[src/rtl/rs_dsp_mac_sequencer_if.sv]
// Operand stream and result handshake bundle between a requester and the MAC sequencer.
interface rs_dsp_mac_sequencer_if;
  logic        op_valid;
  logic        op_ready;
  logic [19:0] op_a;
  logic [17:0] op_b;
  logic        res_valid;
  logic        res_ready;
  logic [37:0] res_data;

  modport master (
    output op_valid, op_a, op_b, res_ready,
    input  op_ready, res_valid, res_data
  );

  modport slave (
    input  op_valid, op_a, op_b, res_ready,
    output op_ready, res_valid, res_data
  );
endinterface

[src/rtl/rs_dsp_mac_sequencer.sv]
// Dot-product sequencer for a DSP38 MULTADD_REGOUT: issues operand pairs with
// accumulator controls, drains the DSP pipeline and returns the 38-bit sum.
module rs_dsp_mac_sequencer #(
  parameter int unsigned DSP_LAT = 1,
  parameter int unsigned LEN_W   = 8
) (
  input  logic                 clk,
  input  logic                 lreset,
  input  logic                 start,
  input  logic [LEN_W-1:0]     len,
  input  logic                 cfg_unsigned_a,
  input  logic                 cfg_unsigned_b,
  input  logic                 cfg_subtract,
  input  logic                 cfg_round,
  input  logic                 cfg_saturate,
  input  logic [5:0]           cfg_shift,
  output logic                 busy,
  rs_dsp_mac_sequencer_if.slave bus,
  output logic [19:0]          dsp_a,
  output logic [17:0]          dsp_b,
  output logic [2:0]           dsp_feedback,
  output logic                 dsp_load_acc,
  output logic                 dsp_unsigned_a,
  output logic                 dsp_unsigned_b,
  output logic                 dsp_subtract,
  output logic                 dsp_round,
  output logic                 dsp_saturate,
  output logic [5:0]           dsp_shift_right,
  input  logic [37:0]          dsp_z
);

  typedef enum logic [1:0] {
    S_IDLE  = 2'd0,
    S_RUN   = 2'd1,
    S_DRAIN = 2'd2,
    S_DONE  = 2'd3
  } state_t;

  state_t           r_state;
  state_t           w_next;
  logic             w_fire;
  logic             w_capture;
  logic [LEN_W-1:0] r_len;
  logic [LEN_W-1:0] r_issued;
  logic [1:0]       r_drain_cnt;
  logic [37:0]      r_res_data;
  logic [19:0]      r_dsp_a;
  logic [17:0]      r_dsp_b;
  logic [2:0]       r_dsp_fb;
  logic             r_dsp_load;
  logic             r_ua;
  logic             r_ub;
  logic             r_sub;
  logic             r_rnd;
  logic             r_sat;
  logic [5:0]       r_shift;

  always_ff @(posedge clk or negedge lreset) begin
    if (!lreset) r_state <= S_IDLE;
    else         r_state <= w_next;
  end

  always_comb begin
    w_next    = r_state;
    w_fire    = 1'b0;
    w_capture = 1'b0;
    case (r_state)
      S_IDLE: begin
        if (start) w_next = (len == '0) ? S_DONE : S_RUN;
      end
      S_RUN: begin
        w_fire = bus.op_valid;
        if (w_fire && ((r_issued + LEN_W'(1)) == r_len)) w_next = S_DRAIN;
      end
      S_DRAIN: begin
        // DRAIN spans DSP_LAT+1 cycles so dsp_z already includes the last pair
        if (r_drain_cnt == 2'(DSP_LAT)) begin
          w_capture = 1'b1;
          w_next    = S_DONE;
        end
      end
      S_DONE: begin
        if (bus.res_ready) w_next = S_IDLE;
      end
      default: w_next = S_IDLE;
    endcase
  end

  always_ff @(posedge clk or negedge lreset) begin
    if (!lreset) begin
      r_len       <= '0;
      r_issued    <= '0;
      r_drain_cnt <= '0;
      r_res_data  <= '0;
      r_dsp_a     <= '0;
      r_dsp_b     <= '0;
      r_dsp_fb    <= '0;
      r_dsp_load  <= 1'b0;
      r_ua        <= 1'b0;
      r_ub        <= 1'b0;
      r_sub       <= 1'b0;
      r_rnd       <= 1'b0;
      r_sat       <= 1'b0;
      r_shift     <= '0;
    end else begin
      r_dsp_load  <= w_fire;
      r_dsp_a     <= w_fire ? bus.op_a : '0;
      r_dsp_b     <= w_fire ? bus.op_b : '0;
      r_dsp_fb    <= (w_fire && (r_issued == '0)) ? 3'd1 : 3'd0;
      r_drain_cnt <= (r_state == S_DRAIN) ? r_drain_cnt + 2'd1 : 2'd0;
      if (w_fire) r_issued <= r_issued + LEN_W'(1);
      if (w_capture) r_res_data <= dsp_z;
      if ((r_state == S_IDLE) && start) begin
        r_len      <= len;
        r_issued   <= '0;
        r_res_data <= '0;
        r_ua       <= cfg_unsigned_a;
        r_ub       <= cfg_unsigned_b;
        r_sub      <= cfg_subtract;
        r_rnd      <= cfg_round;
        r_sat      <= cfg_saturate;
        r_shift    <= cfg_shift;
      end
    end
  end

  assign busy            = (r_state != S_IDLE);
  assign bus.op_ready    = (r_state == S_RUN);
  assign bus.res_valid   = (r_state == S_DONE);
  assign bus.res_data    = r_res_data;
  assign dsp_a           = r_dsp_a;
  assign dsp_b           = r_dsp_b;
  assign dsp_feedback    = r_dsp_fb;
  assign dsp_load_acc    = r_dsp_load;
  assign dsp_unsigned_a  = r_ua;
  assign dsp_unsigned_b  = r_ub;
  assign dsp_subtract    = r_sub;
  assign dsp_round       = r_rnd;
  assign dsp_saturate    = r_sat;
  assign dsp_shift_right = r_shift;

endmodule

[src/flat_wrapper.sv]
// flat-port wrapper written by rule: the top's interface ports become plain ports
module rs_dsp_mac_sequencer_flat 
#(
  parameter int unsigned DSP_LAT = 1,
  parameter int unsigned LEN_W   = 8
)
  (clk, lreset, start, len, cfg_unsigned_a, cfg_unsigned_b, cfg_subtract, cfg_round, cfg_saturate, cfg_shift, busy, dsp_a, dsp_b, dsp_feedback, dsp_load_acc, dsp_unsigned_a, dsp_unsigned_b, dsp_subtract, dsp_round, dsp_saturate, dsp_shift_right, dsp_z, bus_op_valid, bus_op_a, bus_op_b, bus_res_ready, bus_op_ready, bus_res_valid, bus_res_data);
  rs_dsp_mac_sequencer_if bus_i ();
  input  logic clk;
  input  logic lreset;
  input  logic start;
  input  logic [LEN_W-1:0] len;
  input  logic cfg_unsigned_a;
  input  logic cfg_unsigned_b;
  input  logic cfg_subtract;
  input  logic cfg_round;
  input  logic cfg_saturate;
  input  logic [5:0] cfg_shift;
  output logic busy;
  output logic [19:0] dsp_a;
  output logic [17:0] dsp_b;
  output logic [2:0] dsp_feedback;
  output logic dsp_load_acc;
  output logic dsp_unsigned_a;
  output logic dsp_unsigned_b;
  output logic dsp_subtract;
  output logic dsp_round;
  output logic dsp_saturate;
  output logic [5:0] dsp_shift_right;
  input  logic [37:0] dsp_z;
  input wire logic [$bits(bus_i.op_valid)-1:0] bus_op_valid;
  input wire logic [$bits(bus_i.op_a)-1:0] bus_op_a;
  input wire logic [$bits(bus_i.op_b)-1:0] bus_op_b;
  input wire logic [$bits(bus_i.res_ready)-1:0] bus_res_ready;
  output wire logic [$bits(bus_i.op_ready)-1:0] bus_op_ready;
  output wire logic [$bits(bus_i.res_valid)-1:0] bus_res_valid;
  output wire logic [$bits(bus_i.res_data)-1:0] bus_res_data;
  assign bus_i.op_valid = bus_op_valid;
  assign bus_i.op_a = bus_op_a;
  assign bus_i.op_b = bus_op_b;
  assign bus_i.res_ready = bus_res_ready;
  assign bus_op_ready = bus_i.op_ready;
  assign bus_res_valid = bus_i.res_valid;
  assign bus_res_data = bus_i.res_data;
  rs_dsp_mac_sequencer #(.DSP_LAT(DSP_LAT), .LEN_W(LEN_W)) u_core (.clk(clk), .lreset(lreset), .start(start), .len(len), .cfg_unsigned_a(cfg_unsigned_a), .cfg_unsigned_b(cfg_unsigned_b), .cfg_subtract(cfg_subtract), .cfg_round(cfg_round), .cfg_saturate(cfg_saturate), .cfg_shift(cfg_shift), .busy(busy), .bus(bus_i), .dsp_a(dsp_a), .dsp_b(dsp_b), .dsp_feedback(dsp_feedback), .dsp_load_acc(dsp_load_acc), .dsp_unsigned_a(dsp_unsigned_a), .dsp_unsigned_b(dsp_unsigned_b), .dsp_subtract(dsp_subtract), .dsp_round(dsp_round), .dsp_saturate(dsp_saturate), .dsp_shift_right(dsp_shift_right), .dsp_z(dsp_z));
endmodule
[config.mk]
export PLATFORM = sky130hd
export DESIGN_NAME = rs_dsp_mac_sequencer_flat
export DESIGN_NICKNAME = d
export VERILOG_FILES = /design/src/rtl/rs_dsp_mac_sequencer_if.sv /design/src/rtl/rs_dsp_mac_sequencer.sv /design/src/flat_wrapper.sv
export SDC_FILE = /design/constraint.sdc
export NUM_CORES = 1
export LEC_CHECK = 0
export CAP_MARGIN = 20
export CORE_UTILIZATION = 37
export DETAILED_ROUTE_END_ITERATION = 6
export HOLD_SLACK_MARGIN = 0.1
export PLACE_DENSITY_LB_ADDON = 0.1
export RECOVER_POWER = 100
export SYNTH_ARGS = -nofsm -noshare
export SYNTH_HDL_FRONTEND = slang
export SYNTH_SLANG_ARGS = --single-unit
[constraint.sdc]
create_clock -name clk -period 1.8 [get_ports clk]
set_input_delay 0.36 -clock clk [delete_from_list [all_inputs] [get_ports clk]]
set_output_delay 0.36 -clock clk [all_outputs]
set_load 0.005 [all_outputs]
==> flow_metrics.py, run 1 <==
metrics = {
    "global_routing": {
        "met2_usage": 0.329,
        "antenna_found_initial": 0,
        "grt_util_all_layers": 0.195,
        "grt_pass1_vias": 3462,
        "gr-usage-met1": 0.217,
        "grt_overflow_total": 0,
        "top_usage_layer": "met2",
        "grt_max_degree": 46,
        "grtUsageMet3": 0.0891,
        "grt_pass1_wl_um": 17200,
    },
    "worst_setup_path": {
        "end_kind": "register",
        "cp_cell_sequence": "inv_2 -> ha_4 -> xnor2_2 -> nand3_2 -> a2111oi_4 -> a41oi_2 -> mux2i_1",
        "regToRegEndpoint": "u_core.r_state[1]",
        "r2r_start": "u_core.r_issued[0]",
        "required_ns": 2.03,
        "worst-r2r-cell-count": 7,
        "path_buf_inv": 1,
        "slowest_stage": "dfrtp_2",
        "rrSetupSlack_ns": 0.07,
        "critical_path_peak_fanout": 5,
        "slowest_delay_ns": 0.44,
        "cp_num_cells": 7,
        "worstSetupPathType": "register to register",
        "cp.arrival_ns": 1.96,
        "startpoint_type": "register",
        "cp_top_family": "compound AO/OA/AOI/OAI gates",
    },
    "synth": {
        "yosys_warnings": 0,
        "avgSynthCellArea_um2": 11.9,
        "yosys.cell_count.top_type": "dfrtp_1",
        "synth_seq_cells": 109,
        "synthTopCellsByCount": "109 x dfrtp_1, 66 x nand2_1, 39 x and3_1",
        "synth_top_area_cell": "dfrtp_1",
        "mappedNetlistArea_mm2": 0.00421,
        "yosysUniqueCellTypes": 34,
        "yosys-top-cells-area": "dfrtp_1 65%, a22o_1 7.9%, nand2_1 5.9%",
        "syn_inst": 354,
        "synth_ff_type": "dfrtp_1",
        "synth_edf_count": 0,
        "synth_top_area_share": 0.648,
        "ys_seq_area_frac": 0.648,
        "ys_async_sr_fraction": 1.00,
    },
    "clock_tree": {
        "cts_tree": "done",
        "cts_max_path_buffers": 2,
        "clkTransAtPathRegs_ns": 0.07,
        "h-tree-depth": 3,
        "clk_latency_ns": 0.35,
        "root_buffer": "clkbuf_16",
        "numClockSinks": 109,
        "numCtsBuffers": 9,
    },
    "job": {
        "drv_cap": 0,
    },
    "hold_path": {
        "holdPathStages": 1,
        "hold_class": "register to register",
        "worstHoldEndpoint": "u_core.r_drain_cnt[0]",
        "min_from": "u_core.r_drain_cnt[0]",
    },
    "route": {
        "routed_wl_um": 10900,
        "dr.pass1.iters": 4,
        "drc": 0,
        "via_per_inst": 4.77,
        "drt-initial-drc-count": 143,
        "drt-wirelength-per-cell_um": 15.5,
        "vias": 3351,
        "postRouteAntennaNets": 0,
    },
    "placed_design": {
        "place_congestion": 0.793,
        "place_inst": 683,
        "io_buffers": 191,
        "hpwl_um": 7800,
    },
    "power_and_ir_drop": {
        "vdd_drop_max_mv": 0.996,
        "p_per_area_mw_per_mm2": 1310,
        "leakage_nw": 3.48,
    },
    "die": {
        "rows": 38,
        "initial_core_util": 0.383,
        "dieArea_mm2": 0.0118,
        "design.core.area_mm2": 0.0110,
        "ioPinCount": 194,
        "die_h_um": 109,
        "fp.dieW_um": 109,
    },
    "sta": {
        "finalHoldViolCount": 0,
        "skew_ns": 0.00505,
        "setup_viol": 0,
        "drv_slew": 0,
        "finalSetupTns_ns": 0,
        "period_minus_slack_ns": 1.73,
        "slew_headroom": 0.607,
        "tightest_slew_ns": 0.590,
        "fmax_ghz": 0.578,
        "min_period_over_period": 0.962,
    },
    "layout": {
        "fin_nets": 666,
        "syn2layout_area_growth_pct": 62.0,
        "antennaDiodeCount": 0,
        "nFillCells": 914,
        "post-route-util": 0.621,
        "finalNonFillerCells": 703,
        "drive_above_1_share": 0.114,
    },
    "outcome": {
        "outcome": "complete, no violations",
    },
}
sequential cells by signal, summed over array words and instances (netlist names), 2 cells and up:
| name | cells |
|---|---|
| u_core.dsp_shift_right | 6 |
| u_core.r_state | 2 |
| u_core.r_issued | 8 |
| u_core.r_len | 8 |
| u_core.dsp_b | 18 |
| u_core.r_drain_cnt | 2 |
| u_core.dsp_a | 20 |
| u_core.bus.res_data | 38 |
layout make-up:
type                            instances  area [µm²]  share of cell area
Timing Repair Buffer                  217        2130               0.313
Sequential cell                       109        2730               0.401
Clock inverter                          6        47.5             0.00698
Tap cell                              140         175              0.0257
Multi-Input combinational cell        213        1460               0.215
Clock buffer                           10         239              0.0351
Inverter                                8        30.0             0.00441
cell families after synthesis:
kind of cell	after synthesis	synth area share
AO/OA/AOI/OAI	46	0.0931
XOR/XNOR	19	0.0395
adder cells (fa/ha/maj)	8	0.0238
buffers and inverters	33	0.0333
flip-flops	109	0.648
multiplexers	2	0.00476
other	1	0.000891
AND/OR/NAND/NOR	136	0.156
per-layer routing:
layer  routed length, µm  vias to the layer above
li1                    -                     1608
met1                4100                     1611
met2                5600                      120
met3                1050                       12
met4                 178                        0
met5                   0                        -
report_power, final:
part	internal, mW	total [mW]	leakage [nW]	switching [mW]
sequential	3.17	3.54	1.46	0.372
clock	0.986	1.88	0.133	0.895
combinational	1.96	3.50	1.88	1.54
total	6.11	8.92	3.48	2.81
cell usage in the layout (no fill, tap or decap), drive strengths merged:
| cell | count |
|---|---|
| a41oi | 1 |
| inv | 8 |
| buf | 23 |
| nand2 | 67 |
| clkbuf | 13 |
| nand2b | 1 |
| a31oi | 1 |
| dlygate4sd2 | 2 |
| and3 | 39 |
| nor2b | 1 |
| a22o | 38 |
| a2111oi | 1 |
| conb | 2 |
| nor4 | 3 |
| o21ai | 2 |
| clkdlybuf4s15 | 1 |
| dfrtp | 109 |
| and4 | 1 |
| o221ai | 1 |
| nor3 | 1 |
| nor4b | 1 |
| nand3 | 5 |
| xnor2 | 10 |
| mux2i | 2 |
| or3 | 2 |
| nor2 | 12 |
| clkinv | 3 |
| ha | 8 |
| clkdlybuf4s50 | 98 |
| dlygate4sd3 | 90 |
| a21oi | 2 |
| nand4 | 2 |
| xor2 | 9 |
| clkinvlp | 3 |
| and2 | 1 |
per-stage QoR:
step,power (mW),setup WS [ns],hold slack (ns),cell area (µm²)
floorplan,5.02,0.00384,0.0644,4220
global placement,7.01,-0.137,0.279,6410
detailed placement,7.09,-0.154,0.281,6410
CTS,9.17,0.000430,0.437,6780
global route,9.57,-0.0264,0.458,6820
finish,8.92,0.0689,0.429,6820
worst max path at each step:
stage / endpoint / startpoint / slack, ns
2_1_floorplan: u_core.r_state[0] / u_core.r_issued[0] / 0.004
3_3_place_gp: u_core.r_state[1] / bus_res_ready / -0.14
3_5_place_dp: u_core.r_state[1] / bus_res_ready / -0.15
4_1_cts: u_core.r_state[1] / u_core.r_issued[0] / 0.0004
5_1_grt: u_core.r_state[0] / u_core.r_issued[0] / -0.03
6_report: u_core.r_state[1] / u_core.r_issued[0] / 0.07
what timing repair did:
| item | CTS | global route |
|---|---|---|
| pin swaps | 2 | 3 |
| endpoints found under the setup margin | 5 | 3 |
| hold buffers | 1 | 0 |
| hold endpoints to repair | 21 | 0 |
| setup buffers | 2 | 1 |
| resized for setup | 12 | 17 |
Note: power is estimated with default switching activity, not from simulation.
==> inputs of run 2 (changes only) <==
--- a/config.mk
+++ b/config.mk
@@ -6,11 +6,12 @@
 export NUM_CORES = 1
 export LEC_CHECK = 0
 export CAP_MARGIN = 20
-export CORE_UTILIZATION = 37
+export CORE_UTILIZATION = 33
 export DETAILED_ROUTE_END_ITERATION = 6
 export HOLD_SLACK_MARGIN = 0.1
 export PLACE_DENSITY_LB_ADDON = 0.1
 export RECOVER_POWER = 100
+export SLEW_MARGIN = 20
 export SYNTH_ARGS = -nofsm -noshare
 export SYNTH_HDL_FRONTEND = slang
 export SYNTH_SLANG_ARGS = --single-unit
==> flow_metrics.py, run 2 (synthesis results as in run 1) <==
metrics = {
    "outcome": {
        "outcome": "complete, no violations",
    },
    "sta": {
        "finalHoldViolCount": 0,
        "setup_viol": 0,
        "hold_slack_ns": 0.430,
        "tightest_slew_ns": 0.657,
        "slew_headroom": 0.562,
        "period_minus_slack_ns": 1.77,
        "fmax_ghz": 0.564,
        "drv_slew": 0,
        "rsz0062_at_grt": "true",
        "min_period_over_period": 0.985,
        "skew_ns": 0.00690,
    },
    "die": {
        "initial_core_util": 0.345,
        "die_h_um": 115,
        "dieArea_mm2": 0.0132,
        "ioPinCount": 194,
        "fp.dieW_um": 115,
        "design.core.area_mm2": 0.0122,
        "rows": 40,
    },
    "power_and_ir_drop": {
        "vdd_drop_max_mv": 0.689,
        "p_per_area_mw_per_mm2": 1310,
        "leakage_nw": 3.51,
        "power_mw": 8.97,
    },
    "layout": {
        "antennaDiodeCount": 0,
        "syn2layout_area_growth_pct": 62.9,
        "largest_reg_flops": 38,
        "drive_above_1_share": 0.110,
        "layout_commonest_cell": "dfrtp_1",
        "post-route-util": 0.561,
        "fin_nets": 670,
        "final_cell_mix": "109 x dfrtp_1, 97 x clkdlybuf4s50_1, 91 x dlygate4sd3_1",
    },
    "hold_path": {
        "worstHoldEndpoint": "u_core.r_drain_cnt[0]",
        "min_from": "u_core.r_drain_cnt[0]",
        "holdPathStages": 1,
        "hold_class": "register to register",
    },
    "worst_setup_path": {
        "slowest_delay_ns": 0.38,
        "required_ns": 2.02,
        "path_buf_inv": 1,
        "worst-r2r-cell-count": 6,
        "cp_cell_sequence": "buf_4 -> nand2_2 -> or3_4 -> a2111oi_4 -> a41oi_2 -> mux2i_1",
        "critical_path_peak_fanout": 3,
        "end_kind": "register",
        "cp.arrival_ns": 1.99,
        "startpoint_type": "register",
        "cp_top_family": "compound AO/OA/AOI/OAI gates",
        "worstSetupPathType": "register to register",
        "r2r_start": "u_core.r_issued[0]",
        "rrSetupSlack_ns": 0.03,
        "regToRegEndpoint": "u_core.r_state[1]",
        "slowest_stage": "dfrtp_1",
    },
    "route": {
        "vias": 3412,
        "drt-initial-drc-count": 171,
        "postRouteAntennaNets": 0,
        "via_per_inst": 4.65,
        "met2_length_um": 5040,
        "wl_met3_um": 1040,
        "drc": 0,
        "drt-met1-wl_um": 5050,
        "dr.max_layer_used": "met4",
        "routed_wl_um": 11400,
        "drt-wirelength-per-cell_um": 15.5,
        "dr.pass1.iters": 4,
    },
    "placed_design": {
        "hpwl_um": 8000,
        "io_buffers": 191,
        "place_congestion": 0.785,
    },
    "global_routing": {
        "grt_pass1_wl_um": 18100,
        "antenna_found_initial": 0,
        "grt_overflow_total": 0,
        "grt_max_degree": 44,
        "grt_util_all_layers": 0.179,
        "grt_pass1_vias": 3493,
    },
    "clock_tree": {
        "numCtsBuffers": 9,
        "clk_latency_ns": 0.35,
        "h-tree-depth": 3,
        "numClockSinks": 109,
        "root_buffer": "clkbuf_16",
        "cts_max_path_buffers": 2,
        "cts_tree": "done",
        "clkTransAtPathRegs_ns": 0.07,
    },
    "job": {
        "drv_cap": 0,
    },
}
run 2: how the worst max path moves through the flow:
| stage | startpoint | endpoint | slack (ns) | cells past startpoint |
|---|---|---|---|---|
| 3_5_place_dp | start | u_core.bus.res_data[11] | -0.36 | 4 |
| 2_1_floorplan | u_core.r_issued[0] | u_core.r_state[0] | 0.004 | 7 |
| 4_1_cts | u_core.r_state[1] | bus_op_ready | -0.16 | 4 |
| 3_3_place_gp | start | u_core.bus.res_data[25] | -0.34 | 4 |
| 5_1_grt | u_core.r_issued[0] | u_core.r_state[1] | -0.08 | 6 |
| 6_report | u_core.r_issued[0] | u_core.r_state[1] | 0.03 | 6 |
run 2: final cells by class:
type,instances,area (µm²)
fill,1110,5360
sequential,109,2730
timing repair buffer,220,2130
multi-input combinational,214,1470
clock buffer,12,267
tap,168,210
inverter,8,30.0
clock inverter,3,18.8
run 2: routing by layer:
| layer | track usage | vias up |
|---|---|---|
| li1 | - | 1617 |
| met1 | 0.231 | 1647 |
| met2 | 0.271 | 133 |
| met3 | 0.0664 | 15 |
| met4 | 0.0745 | 0 |
| met5 | 0 | - |
run 2: timing repair:
item	4_1_cts	5_1_grt
hold buffers	1	0
hold endpoints to repair	16	0
resized for setup	11	12
gates cloned	1	0
endpoints found under the setup margin	47	38
buffers inserted	2	2
pin swaps	3	2
run 2: stage by stage:
stage               setup TNS [ns]  std cells  area [µm²]  setup WS [ns]
detailed placement          -13.33        713        6460         -0.357
global placement            -12.94        713        6460         -0.336
global route                -0.541        734        6860        -0.0823
CTS                         -0.165        732        6820         -0.161
finish                           0        734        6860         0.0269
floorplan                        0        355        4220        0.00384
run 2: where the power goes:
part | switching (mW) | internal, mW
sequential | 0.348 | 3.16
clock | 0.855 | 1.05
combinational | 1.58 | 1.98
